--- src/rtl/cpu_pkg.sv ---
// cpu_pkg: constants and types shared across the 16-bit CPU datapath.
//   - DATA_W            : datapath width
//   - WB_ALU..WB_IMM    : writeback source indices
//   - occ_state_e       : occupancy state of 2-entry skid buffers
package cpu_pkg;

   localparam int unsigned DATA_W = 16;

   localparam int unsigned WB_ALU  = 0;
   localparam int unsigned WB_MEM  = 1;
   localparam int unsigned WB_LINK = 2;
   localparam int unsigned WB_IMM  = 3;

   typedef enum logic [1:0] {
      ST_EMPTY = 2'd0,
      ST_ONE   = 2'd1,
      ST_FULL  = 2'd2
   } occ_state_e;

endpackage

--- src/rtl/wb_skid_buf.sv ---
// wb_skid_buf: generic 2-entry valid/ready skid buffer.
// Ports:
//   clk_i        rising-edge clock
//   reset_ni     synchronous active-low reset (discards all entries)
//   in_data_i    payload from upstream
//   in_valid_i   upstream offers a payload
//   in_ready_o   buffer accepts this cycle (registered, no path from out_ready_i)
//   out_data_o   head-of-queue payload (main register)
//   out_valid_o  head entry present (registered)
//   out_ready_i  downstream takes the head entry
module wb_skid_buf
   import cpu_pkg::*;
#(
   parameter int unsigned PW = 21
) (
   input  logic          clk_i,
   input  logic          reset_ni,
   input  logic [PW-1:0] in_data_i,
   input  logic          in_valid_i,
   output logic          in_ready_o,
   output logic [PW-1:0] out_data_o,
   output logic          out_valid_o,
   input  logic          out_ready_i
);

   occ_state_e    state_q, state_d;
   logic [PW-1:0] m_q, m_d;
   logic [PW-1:0] s_q, s_d;
   logic          in_ready_q, in_ready_d;
   logic          accept, drain;

   assign accept = in_valid_i & in_ready_q;
   assign drain  = (state_q != ST_EMPTY) & out_ready_i;

   always_comb begin
      state_d = state_q;
      m_d     = m_q;
      s_d     = s_q;
      unique case (state_q)
         ST_EMPTY: begin
            if (accept) begin
               m_d     = in_data_i;
               state_d = ST_ONE;
            end
         end
         ST_ONE: begin
            if (accept && drain) begin
               m_d = in_data_i;
            end else if (accept) begin
               s_d     = in_data_i;
               state_d = ST_FULL;
            end else if (drain) begin
               state_d = ST_EMPTY;
            end
         end
         ST_FULL: begin
            // in_ready is low here, so only the skid entry can move
            if (drain) begin
               m_d     = s_q;
               state_d = ST_ONE;
            end
         end
         default: state_d = ST_EMPTY;
      endcase
      // ready is computed from the next state so it can be registered
      in_ready_d = (state_d != ST_FULL);
   end

   always_ff @(posedge clk_i) begin
      if (!reset_ni) begin
         state_q    <= ST_EMPTY;
         m_q        <= '0;
         s_q        <= '0;
         in_ready_q <= 1'b0;
      end else begin
         state_q    <= state_d;
         m_q        <= m_d;
         s_q        <= s_d;
         in_ready_q <= in_ready_d;
      end
   end

   assign in_ready_o  = in_ready_q;
   assign out_data_o  = m_q;
   assign out_valid_o = (state_q != ST_EMPTY);

endmodule

--- src/rtl/wb_select_pipe.sv ---
// wb_select_pipe: writeback-select stage. Picks one of NSRC result sources,
// registers it with its destination address / write enable, and hands it to
// the register file through a valid/ready handshake backed by wb_skid_buf.
// Ports:
//   clk, reset (sync, active-low)
//   src_data     flattened sources, source i at [i*WIDTH +: WIDTH]
//   sel          source select; out-of-range selects source 0 (ALU)
//   in_wr_addr, in_wr_en, in_valid / in_ready   upstream side
//   out_data, out_wr_addr, out_wr_en, out_valid / out_ready   downstream side
//   ld_byte, ld_hi, ld_signed   byte-load extract (only with WB_BYTE_LOAD_EN)
// Optional feature macro: WB_BYTE_LOAD_EN
module wb_select_pipe
   import cpu_pkg::*;
#(
   parameter int unsigned WIDTH   = DATA_W,
   parameter int unsigned NSRC    = 4,
   parameter int unsigned SELW    = 2,
   parameter int unsigned AW      = 4,
   parameter int unsigned MEM_SRC = WB_MEM
) (
   input  logic                 clk,
   input  logic                 reset,
   input  logic [NSRC*WIDTH-1:0] src_data,
   input  logic [SELW-1:0]      sel,
   input  logic [AW-1:0]        in_wr_addr,
   input  logic                 in_wr_en,
   input  logic                 in_valid,
   output logic                 in_ready,
`ifdef WB_BYTE_LOAD_EN
   input  logic                 ld_byte,
   input  logic                 ld_hi,
   input  logic                 ld_signed,
`endif
   output logic [WIDTH-1:0]     out_data,
   output logic [AW-1:0]        out_wr_addr,
   output logic                 out_wr_en,
   output logic                 out_valid,
   input  logic                 out_ready
);

   localparam int unsigned PW = WIDTH + AW + 1;

   logic [WIDTH-1:0] sel_value;
   logic [WIDTH-1:0] wb_value;
   logic             mem_sel;
   logic             byte_mode, byte_hi, byte_sext;
   logic [7:0]       byte_val;
   logic [PW-1:0]    pl_in, pl_out;
   logic             pl_we;

   always_comb begin
      sel_value = src_data[WB_ALU*WIDTH +: WIDTH];
      for (int unsigned i = 0; i < NSRC; i++) begin
         if (sel == SELW'(i)) sel_value = src_data[i*WIDTH +: WIDTH];
      end
   end

`ifdef WB_BYTE_LOAD_EN
   assign byte_mode = ld_byte;
   assign byte_hi   = ld_hi;
   assign byte_sext = ld_signed;
`else
   // extract path is tied off; memory data passes through unchanged
   assign byte_mode = 1'b0;
   assign byte_hi   = 1'b0;
   assign byte_sext = 1'b0;
`endif

   assign mem_sel  = (sel == SELW'(MEM_SRC));
   assign byte_val = byte_hi ? sel_value[15:8] : sel_value[7:0];

   always_comb begin
      wb_value = sel_value;
      if (mem_sel && byte_mode) begin
         wb_value = {{(WIDTH-8){byte_sext & byte_val[7]}}, byte_val};
      end
   end

   assign pl_in = {in_wr_en, in_wr_addr, wb_value};

   wb_skid_buf #(
      .PW (PW)
   ) u_skid (
      .clk_i       (clk),
      .reset_ni    (reset),
      .in_data_i   (pl_in),
      .in_valid_i  (in_valid),
      .in_ready_o  (in_ready),
      .out_data_o  (pl_out),
      .out_valid_o (out_valid),
      .out_ready_i (out_ready)
   );

   assign {pl_we, out_wr_addr, out_data} = pl_out;
   // a drained stale entry must never request a register write
   assign out_wr_en = pl_we & out_valid;

endmodule

--- config.mk ---
export PLATFORM = sky130hd
export DESIGN_NAME = wb_select_pipe
export DESIGN_NICKNAME = d
export VERILOG_FILES = /design/src/rtl/cpu_pkg.sv /design/src/rtl/wb_skid_buf.sv /design/src/rtl/wb_select_pipe.sv
export SDC_FILE = /design/constraint.sdc
export NUM_CORES = 1
export LEC_CHECK = 0
export CORE_MARGIN = 2
export CORE_UTILIZATION = 26
export CTS_CLUSTER_DIAMETER = 50
export DETAILED_ROUTE_END_ITERATION = 12
export PLACE_DENSITY_LB_ADDON = 0.1
export SLEW_MARGIN = 5
export SYNTH_ARGS = -nofsm -noshare
export SYNTH_HDL_FRONTEND = slang
export SYNTH_SLANG_ARGS = --single-unit
--- constraint.sdc ---
create_clock -name clk -period 3.3 [get_ports clk]
set_input_delay 0.495 -clock clk [delete_from_list [all_inputs] [get_ports clk]]
set_output_delay 0.495 -clock clk [all_outputs]
set_load 0.02 [all_outputs]
**Yosys cells after proc, flatten, opt, wreduce, memory -nomap -nowiden**

Cells that the tools add are included.

- Input bits: 75
- Logic and storage cells: 36
- Bits in read-only memories: 0
- Register bits: 45
- Memory bits (writable): 0
- Latch bits: 0
- Memories kept: 0
- Output and inout port bits: 23

- Shift-type cells: 0
- Bitwise gates (word level): 4
- Reductions and logical operators: 6
- Add/subtract/negate cells: 0
- Equal/unequal tests: 9
- $lt $le $gt $ge: 0
- Div/mod/pow operators: 0
- Multipliers: 0
- Multiplexer cells: 13

Operator list:

| cell | count |
|---|---|
| $mux W21 | 3 |
| $pmux W21 S3 | 1 |
| $mux W16 | 3 |
| $mux W2 | 5 |
| $eq A2 B2 Y1 const B | 3 |
| $ne A2 B1 Y1 const B | 3 |
| $pmux W2 S3 | 1 |
| $eq A2 B1 Y1 const B | 2 |
| $reduce_and A4 Y1 | 1 |
| $and A1 B1 Y1 | 3 |
| $reduce_and A3 Y1 | 1 |
| $reduce_bool A3 Y1 | 1 |
| $logic_not A2 Y1 | 1 |
| $ne A2 B2 Y1 const B | 1 |
| $reduce_bool A2 Y1 | 1 |
| $logic_and A1 B1 Y1 | 1 |
| $not A1 Y1 | 1 |

**Logic depth before layout (Yosys ltp)**

Gate-level depths: netlist of run 1.

- Depth in word-level cells: 7
- Depth in mapped cells: 5
- Mapped depth without buffers: 4

**Hierarchy**

A second synthesis of run 1 with hierarchy kept.

- Cell total of the unflattened synthesis: 225
- Area total of the unflattened synthesis: 2374.8 um2

Modules (own cells, without submodules):

| module | area each (um2) | cells an instance | times used | sequential area each (um2) |
|---|---|---|---|---|
| wb_skid_buf | 1944.4 | 204 | 1 | 900.9 |
| wb_select_pipe | 430.4 | 21 | 1 | 0.0 |

**Worst setup path before layout of run 1**

Ideal clock, no wire load.

- Kind: in2reg
- Start: input sel[0]
- End: register u_skid.m_q[10] (netlist: u_skid.out_data_o[10])
- Path buffers: 2
- Arrival: 1.500 ns
- Required time: 3.177 ns
- Setup time: 0.123 ns
- Setup slack: 1.677 ns
- Stages on the path: 5
- Path through: buf_6 buf_6 mux4_1 nand2_1 a31oi_1

- Cells in the longest elaborated chain, start to end: 6
- Elaborated cells on any way between the ends: 9
- Classes of those cells: 3 x eq/ne; 6 x mux

Ends and longest elaborated chain:

| element | RTL line | text |
|---|---|---|
| from (decl) | wb_select_pipe.sv:24 | `input logic [SELW-1:0] sel,` |
| $eq A2 B1 Y1 | - |  |
| $mux W16 (2 in a row) | wb_select_pipe.sv:54 | `if (sel == SELW'(i)) sel_value = src_data[i*WIDTH +: WIDTH];` |
| $mux W16 (*) | wb_select_pipe.sv:54 |  |
| $mux W21 (on tied branches) | wb_skid_buf.sv:47, wb_skid_buf.sv:41 |  |
| $pmux W21 S3 (*) | wb_skid_buf.sv:39 | `unique case (state_q)` |
| to (signal assigned) | wb_skid_buf.sv:77 | `m_q <= m_d;` |
| to (decl) | wb_skid_buf.sv:27 | `logic [PW-1:0] m_q, m_d;` |

Mark *: on every way between the ends. The rest lies on a longest branch, timed or not. The select of a mux whose other input is x is not followed.
A chain may end at the register's enable or synchronous reset.

**Worst setup path after layout of run 1**

- Start: register u_skid.state_q[0]
- End: output out_wr_en

- Cells in the longest elaborated chain, start to end: 2

Ends and longest elaborated chain:

| element | RTL line | text |
|---|---|---|
| from (decl) | wb_skid_buf.sv:26 | `occ_state_e state_q, state_d;` |
| from (signal assigned) | wb_skid_buf.sv:76 | `state_q <= state_d;` |
| $reduce_bool A2 Y1 | wb_skid_buf.sv:85 | `assign out_valid_o = (state_q != ST_EMPTY);` |
| $and A1 B1 Y1 | wb_select_pipe.sv:96 | `assign out_wr_en = pl_we & out_valid;` |
| to (decl) | wb_select_pipe.sv:36 | `output logic out_wr_en,` |

Every way passes these cells.

==> metrics.md, run 1 <==
| Metric | Value |
|---|---|
| Worst-margin pin slew | `1.05 ns` |
| Fillers | `966` |
| DRC | `0` |
| Syn Inst Count | `269` |
| Maximum achievable frequency | `~470 MHz` |
| Commonest non-fill, non-tap cells in the layout | `clkdlybuf4s50_1 (97), nand2_1 (85), dfxtp_1 (45)` |
| # setup viols final | `0` |
| Seq cells post-synth | `45` |
| Post-synth top area cell | `dfxtp_1` |
| Area growth syn-to-layout | `38.5%` |
| DP Wirelength | `4.31 mm` |
| Crit. End Element | `output pin` |
| Register area share after synthesis | `37.0%` |
| Clock sink count | `45` |
| Setup crit start kind | `register` |
| Final period utilization | `65.0%` |
| Fin. max-slew vios | `0` |
| Max rail drop VDD | `approximately 0.13 mV` |
| Syn nets | `~340` |
| Max Cap Violations | `0` |
| Antenna viol nets, final | `0` |
| Vias in the first global route | `about 2100` |
| Kind of critical path | `reg2out` |
| Yosys warnings | `0` |
| Diodes inserted | `0` |
| Leakage | `around 1.2 nW` |
| Slew headroom | `29.4%` |
| Via count | `2077` |
| Mapped cell area | `0.00243 mm2` |
| Rows | `35` |
| Worst endpoint required time | `2.80 ns` |
| Top post-synthesis cells by area | `dfxtp_1 (37%), mux4_2 (14%), nand2_1 (13%), buf_4 (6.8%), a21boi_0 (6.5%)` |
| Critical path fanouts, max | `8` |
| Setup TNS | `0 ns` |
| Num CTS Buffers | `5` |
| Slowest stage cell, crit path | `clkdlybuf4s50_1` |
| Commonest non-fill, non-tap cell in the layout | `clkdlybuf4s50_1` |
| TritonCTS clock tree | `yes` |
| Multi-input gate area | `0.00124 mm2` |
| Clock-pin slew on the worst setup and hold paths | `0.08 ns` |
| Die height | `101 um` |
| CP arrival | `1.65 ns` |
| Final hold vios | `0` |
| Skew final | `0.00663 ns` |
| Syn Area/Cell | `9.04 um2` |
| Global route overflow | `0` |
| CTS HTree Levels | `2` |
| Die width | `101 um` |
| Clock network latency to the later pin of the worst-skew pair | `0.29 ns` |
| Unique masters post-synth | `28` |
| Routability cong. | `0.757` |
| Fin nets | `411` |
| Drt first pass iters | `4` |
| Power Total | `1.25 mW` |
| WL/cell | `13.9 um` |
| Status | `complete, no violations` |
| CTS root buffer | `clkbuf_8` |
| Post-Route WL | `6.20 mm` |
| Initial core utilization | `26.6%` |
| Hold Crit Class | `reg2reg` |
| Critical path's largest stage delay | `0.53 ns` |
| Iteration-0 DRC Markers | `72` |
| Post-CTS Hold Buffers | `0` |
| Core ar. | `0.00915 mm2` |
| Share of layout cells above drive strength 1 | `under 10%` |
| Crit path cell chain | `or2_4 > and2_1 > clkdlybuf4s50_1` |
| Ports | `98` |
| Register Area | `901 um2` |
| Die area | `0.0101 mm2` |
| Resized cells post-CTS | `0` |
| RSZ-0062 raised after global routing | `false` |
| GRT Util Overall | `12.7%` |
| Pwr dens | `370 mW/mm2` |
| Final Critical Period | `2.15 ns` |
| Clock buffer depth | `2` |
| Largest net degree at the start of global routing | `46` |
| First-pass GRT wire length | `10.1 mm` |
| Initial antenna violation count | `0` |
| Setup bufs post-CTS | `0` |
| Port bufs | `97` |
| Share of the synthesized area in the top cell type | `37.0%` |
| Vias per cell | `~4.6` |
-- Yosys cell counts --
master         instances
nand2_1               85
dfxtp_1               45
buf_4                 22
a21boi_0              21
a31oi_1               16
mux4_2                15
o21ai_1               14
buf_2                  7
clkbuf_1               6
nand3_1                6
o211a_1                5
buf_6                  4
nand3b_1               3
o21ai_0                3
a21oi_1                2
and2_1                 2
and3b_1                2
and2b_1                1
clkbuf_8               1
dlygate4sd1_1          1
mux4_1                 1
nand4b_1               1
nor2_1                 1
nor2b_1                1
o211ai_4               1
o21a_1                 1
or2_4                  1
or2b_2                 1
-- metal layers --
layer	wire length [um]	GRT usage, %	share of wire (%)	up-vias
met5	0	0	0	-
met4	87	4.43	1.4	0
met3	390	3.12	6.3	5
met2	2710	20.2	44	71
met1	3010	16.9	49	949
li1	-	-	-	1052
-- critical path, delay by kind of cell, from the launching register on --
kind                   cells  cell delay (ns)
buffers and inverters      1             0.53
and+or+nand+nor            2             0.46
DFF                        1             0.38
-- cell families (layout without fill, tap and decap cells) --
family,count (synthesis),after routing,synth area share (%)
AND/OR/NAND/NOR,104,104,18.3
multiplexers,16,16,15.0
flip-flops,45,45,37.0
buffers and inverters,41,108,11.9
AO/OA/AOI/OAI,63,63,17.7
-- path summary, 6_finish.rpt --
check | start | endpoint | slack [ns] | cells past startpoint
worst max-delay path | u_skid.state_q[0] | out_wr_en | 1.15 | 3
worst min-delay path | u_skid.s_q[8] | u_skid.s_q[8] | 0.47 | 2
worst max register to register | u_skid.state_q[0] | u_skid.out_data_o[18] | 1.35 | 4
worst min register to register | u_skid.s_q[8] | u_skid.s_q[8] | 0.47 | 2
-- registers in the layout (all words and copies together) (netlist names) --
| name | count |
|---|---|
| u_skid.in_ready_o | 1 |
| u_skid.s_q | 21 |
| u_skid.out_data_o | 21 |
| u_skid.state_q | 2 |
-- where the power goes --
group          internal [mW]  leakage (nW)  switching (mW)
Clock                  0.166        0.0443           0.179
Combinational          0.184         0.809           0.126
Sequential             0.573         0.368          0.0189
-- layout make-up --
class | count | area share [%]
well taps | 111 | 4.12
multi-input cells | 183 | 36.8
repair buffers | 101 | 29.7
flip-flops and latches | 45 | 26.7
clock buffers | 7 | 2.56
-- stage by stage --
stage	cell area, um2	hold slack, ns	worst slack (ns)	util, %	std cells
finish	3370	0.466	1.15	36.8	447
global route	3370	0.484	0.947	36.8	447
CTS	3370	0.469	1.13	36.8	447
detailed placement	3280	0.457	0.824	35.9	440
global placement	3280	0.451	0.852	35.9	440
floorplan	2430	0.444	1.68	-	269
Note: power is estimated with default switching activity, not from simulation.
==> inputs of run 2 (changes only) <==
==> constraint.sdc (replaced) <==
create_clock -name clk -period 2.2 [get_ports clk]
set_input_delay 0.33 -clock clk [delete_from_list [all_inputs] [get_ports clk]]
set_output_delay 0.33 -clock clk [all_outputs]
set_load 0.02 [all_outputs]
==> run 2 against run 1 <==
Wire length is 0.24% lower. Critical endpoint unchanged. Register-to-register slack worse by 0.95 ns. Combinational power is 53% higher. Critical path type unchanged. Hold slack better by 0.0013 ns. Total power is 47% higher. Worst setup slack worse by 0.94 ns. Sequential power is 50% higher. Clock power is 37% higher. Die area stayed put.
==> metrics.md, run 2 (synthesized netlist as in run 1, its figures left out) <==
| Metric | Value |
|---|---|
| Status | `complete, no violations` |
| Worst endpoint required time | `1.87 ns (-0.93 ns)` |
| Fin. max-slew vios | `0 (unchanged)` |
| Skew final | `0.00877 ns (+0.00214 ns)` |
| Comb power frac | `25.9% (+1.1 points)` |
| Commonest non-fill, non-tap cell in the layout | `clkdlybuf4s50_1` |
| Worst R2R Setup Slack | `0.40 ns (-0.95 ns)` |
| TritonCTS clock tree | `yes` |
| Crit. End Element | `output pin` |
| Seq pwr share | `48.4% (+0.9 points)` |
| Clock network latency to the later pin of the worst-skew pair | `0.29 ns (about the same)` |
| Core ar. | `0.00915 mm2 (unchanged)` |
| Vias in the first global route | `2087 (-1.1%)` |
| Routability cong. | `0.714 (-5.8%)` |
| Post-CTS Hold Buffers | `0 (unchanged)` |
| Diodes inserted | `0 (unchanged)` |
| Max Cap Violations | `0 (unchanged)` |
| Setup TNS | `0 ns (unchanged)` |
| Largest net degree at the start of global routing | `46 (unchanged)` |
| Layer with the highest usage | `met2` |
| Final hold vios | `0 (unchanged)` |
| Final period utilization | `90.2%` |
| DRC | `0 (unchanged)` |
| Final Critical Period | `1.98 ns` |
| Net Sw Power | `0.481 mW (+48%)` |
| RSZ-0062 raised after global routing | `false` |
| Met1 usage | `17.3% (+0.33 points)` |
| Leakage | `1.25 nW (+2.4%)` |
| Switching share of power | `26.2% (+0.24 points)` |
| Clock sink count | `45 (unchanged)` |
| Worst-margin pin slew | `0.587 ns (-0.467 ns)` |
| Setup crit start kind | `register` |
| Share of layout cells above drive strength 1 | `9.44% (+1.1 points)` |
| Antenna viol nets, final | `0 (unchanged)` |
| Drt first pass iters | `4 (unchanged)` |
| Via count | `2092 (+0.72%)` |
| Slew headroom | `60.7% (+31 points)` |
| Die height | `101 um (unchanged)` |
| # setup viols final | `0 (unchanged)` |
| Fin nets | `415 (+0.97%)` |
| DP Wirelength | `4.54 mm (+5.2%)` |
| Vias per cell | `4.65 (about the same)` |
| Post-Route WL | `6.19 mm (-0.24%)` |
| CP arrival | `1.65 ns (about the same)` |
| Clock-pin slew on the worst setup and hold paths | `0.08 ns (about the same)` |
| Pwr dens | `536 mW/mm2 (+45%)` |
| WL/cell | `13.7 um (-0.91%)` |
| Resized cells post-CTS | `0 (unchanged)` |
| CTS HTree Levels | `2 (unchanged)` |
| Power Total | `1.83 mW (+47%)` |
| Met3 Usage GRT | `1.94% (-1.2 points)` |
| Initial antenna violation count | `0 (unchanged)` |
| Clock buffer depth | `2 (unchanged)` |
| Internal power | `1.35 mW (+47%)` |
| Met2 GRT Util | `20.8% (+0.62 points)` |
| Maximum achievable frequency | `504 MHz` |
| GRT Util Overall | `12.6% (-0.095 points)` |
| Max rail drop VDD | `0.235 mV (+79%)` |
| Clock share of power | `25.7% (-2.0 points)` |
| Critical path fanouts, max | `8 (unchanged)` |
| Ports | `98 (unchanged)` |
| First-pass GRT wire length | `10.2 mm (+1.4%)` |
| Setup bufs post-CTS | `0 (unchanged)` |
| Initial core utilization | `26.6% (unchanged)` |
| Rows | `35 (unchanged)` |
| Kind of critical path | `reg2out` |
| CTS root buffer | `clkbuf_8` |
| Commonest non-fill, non-tap cells in the layout | `clkdlybuf4s50_1 (97), nand2_1 (85), dfxtp_1 (45)` |
| Iteration-0 DRC Markers | `76 (+5.6%)` |
| Hold Crit Class | `reg2reg` |
| Area growth syn-to-layout | `40.7%` |
| Die width | `101 um (unchanged)` |
| Num CTS Buffers | `5 (unchanged)` |
| Port bufs | `97 (unchanged)` |
| Die area | `0.0101 mm2 (unchanged)` |
| Global route overflow | `0 (unchanged)` |
## run 2: cell count changes in the layout (fill, tap and decap cells not counted)
cell,change
buf_12,+3
buf_4,+1
clkbuf_1,-1
clkbuf_8,-1
clkinv_2,+1
## run 2: worst max-delay path, cell delays in order, from the launching register on
cell and delay [ns]:
dfxtp_1 0.45, or2_4 0.20, and2_1 0.12, clkdlybuf4s50_1 0.60
## run 2: final cells by class
cell class                 instances  area [um2]
clock buffer                       5        68.8
clock inverter                     1        5.00
fill                             935        5730
multi-input combinational        183        1240
sequential                        45         901
tap                              111         139
timing repair buffer             105        1070
## run 2: path summary, 6_finish.rpt
check / cells past startpoint / endpoint / start
hold reg to reg: 2 / u_skid.s_q[15] / u_skid.s_q[15]
hold / removal: 2 / u_skid.s_q[15] / u_skid.s_q[15]
setup / recovery: 3 / out_wr_en / u_skid.state_q[0]
setup reg to reg: 5 / u_skid.out_data_o[10] / u_skid.state_q[0]
## run 2: power groups by stage
stage	clock, mW	combinational [mW]	sequential [mW]
2_1_floorplan	0	0.290	0.899
5_1_grt	0.531	0.519	0.896
4_1_cts	0.494	0.484	0.890
3_5_place_dp	0	0.484	0.909
3_3_place_gp	0	0.477	0.909
6_report	0.471	0.475	0.889
## run 2: metal layers
metal	part of all wire, %	vias up	routed length (um)
met5	0	-	0
li1	-	1063	-
met2	45	73	2780
met1	49	954	3040
met3	5.3	2	325
met4	0.65	0	40
## run 2: per-stage QoR
| step | area, um2 | setup slack (ns) | hold WS (ns) | utilization (%) | cells |
|---|---|---|---|---|---|
| after floorplan | 2430 | 0.742 | 0.444 | - | 269 |
| after global placement | 3350 | 0.137 | 0.451 | 36.6 | 444 |
| after detailed placement | 3350 | 0.0748 | 0.458 | 36.6 | 444 |
| after CTS | 3420 | 0.207 | 0.470 | 37.4 | 450 |
| after global routing | 3420 | 0.114 | 0.483 | 37.4 | 450 |
| final | 3420 | 0.216 | 0.467 | 37.4 | 450 |
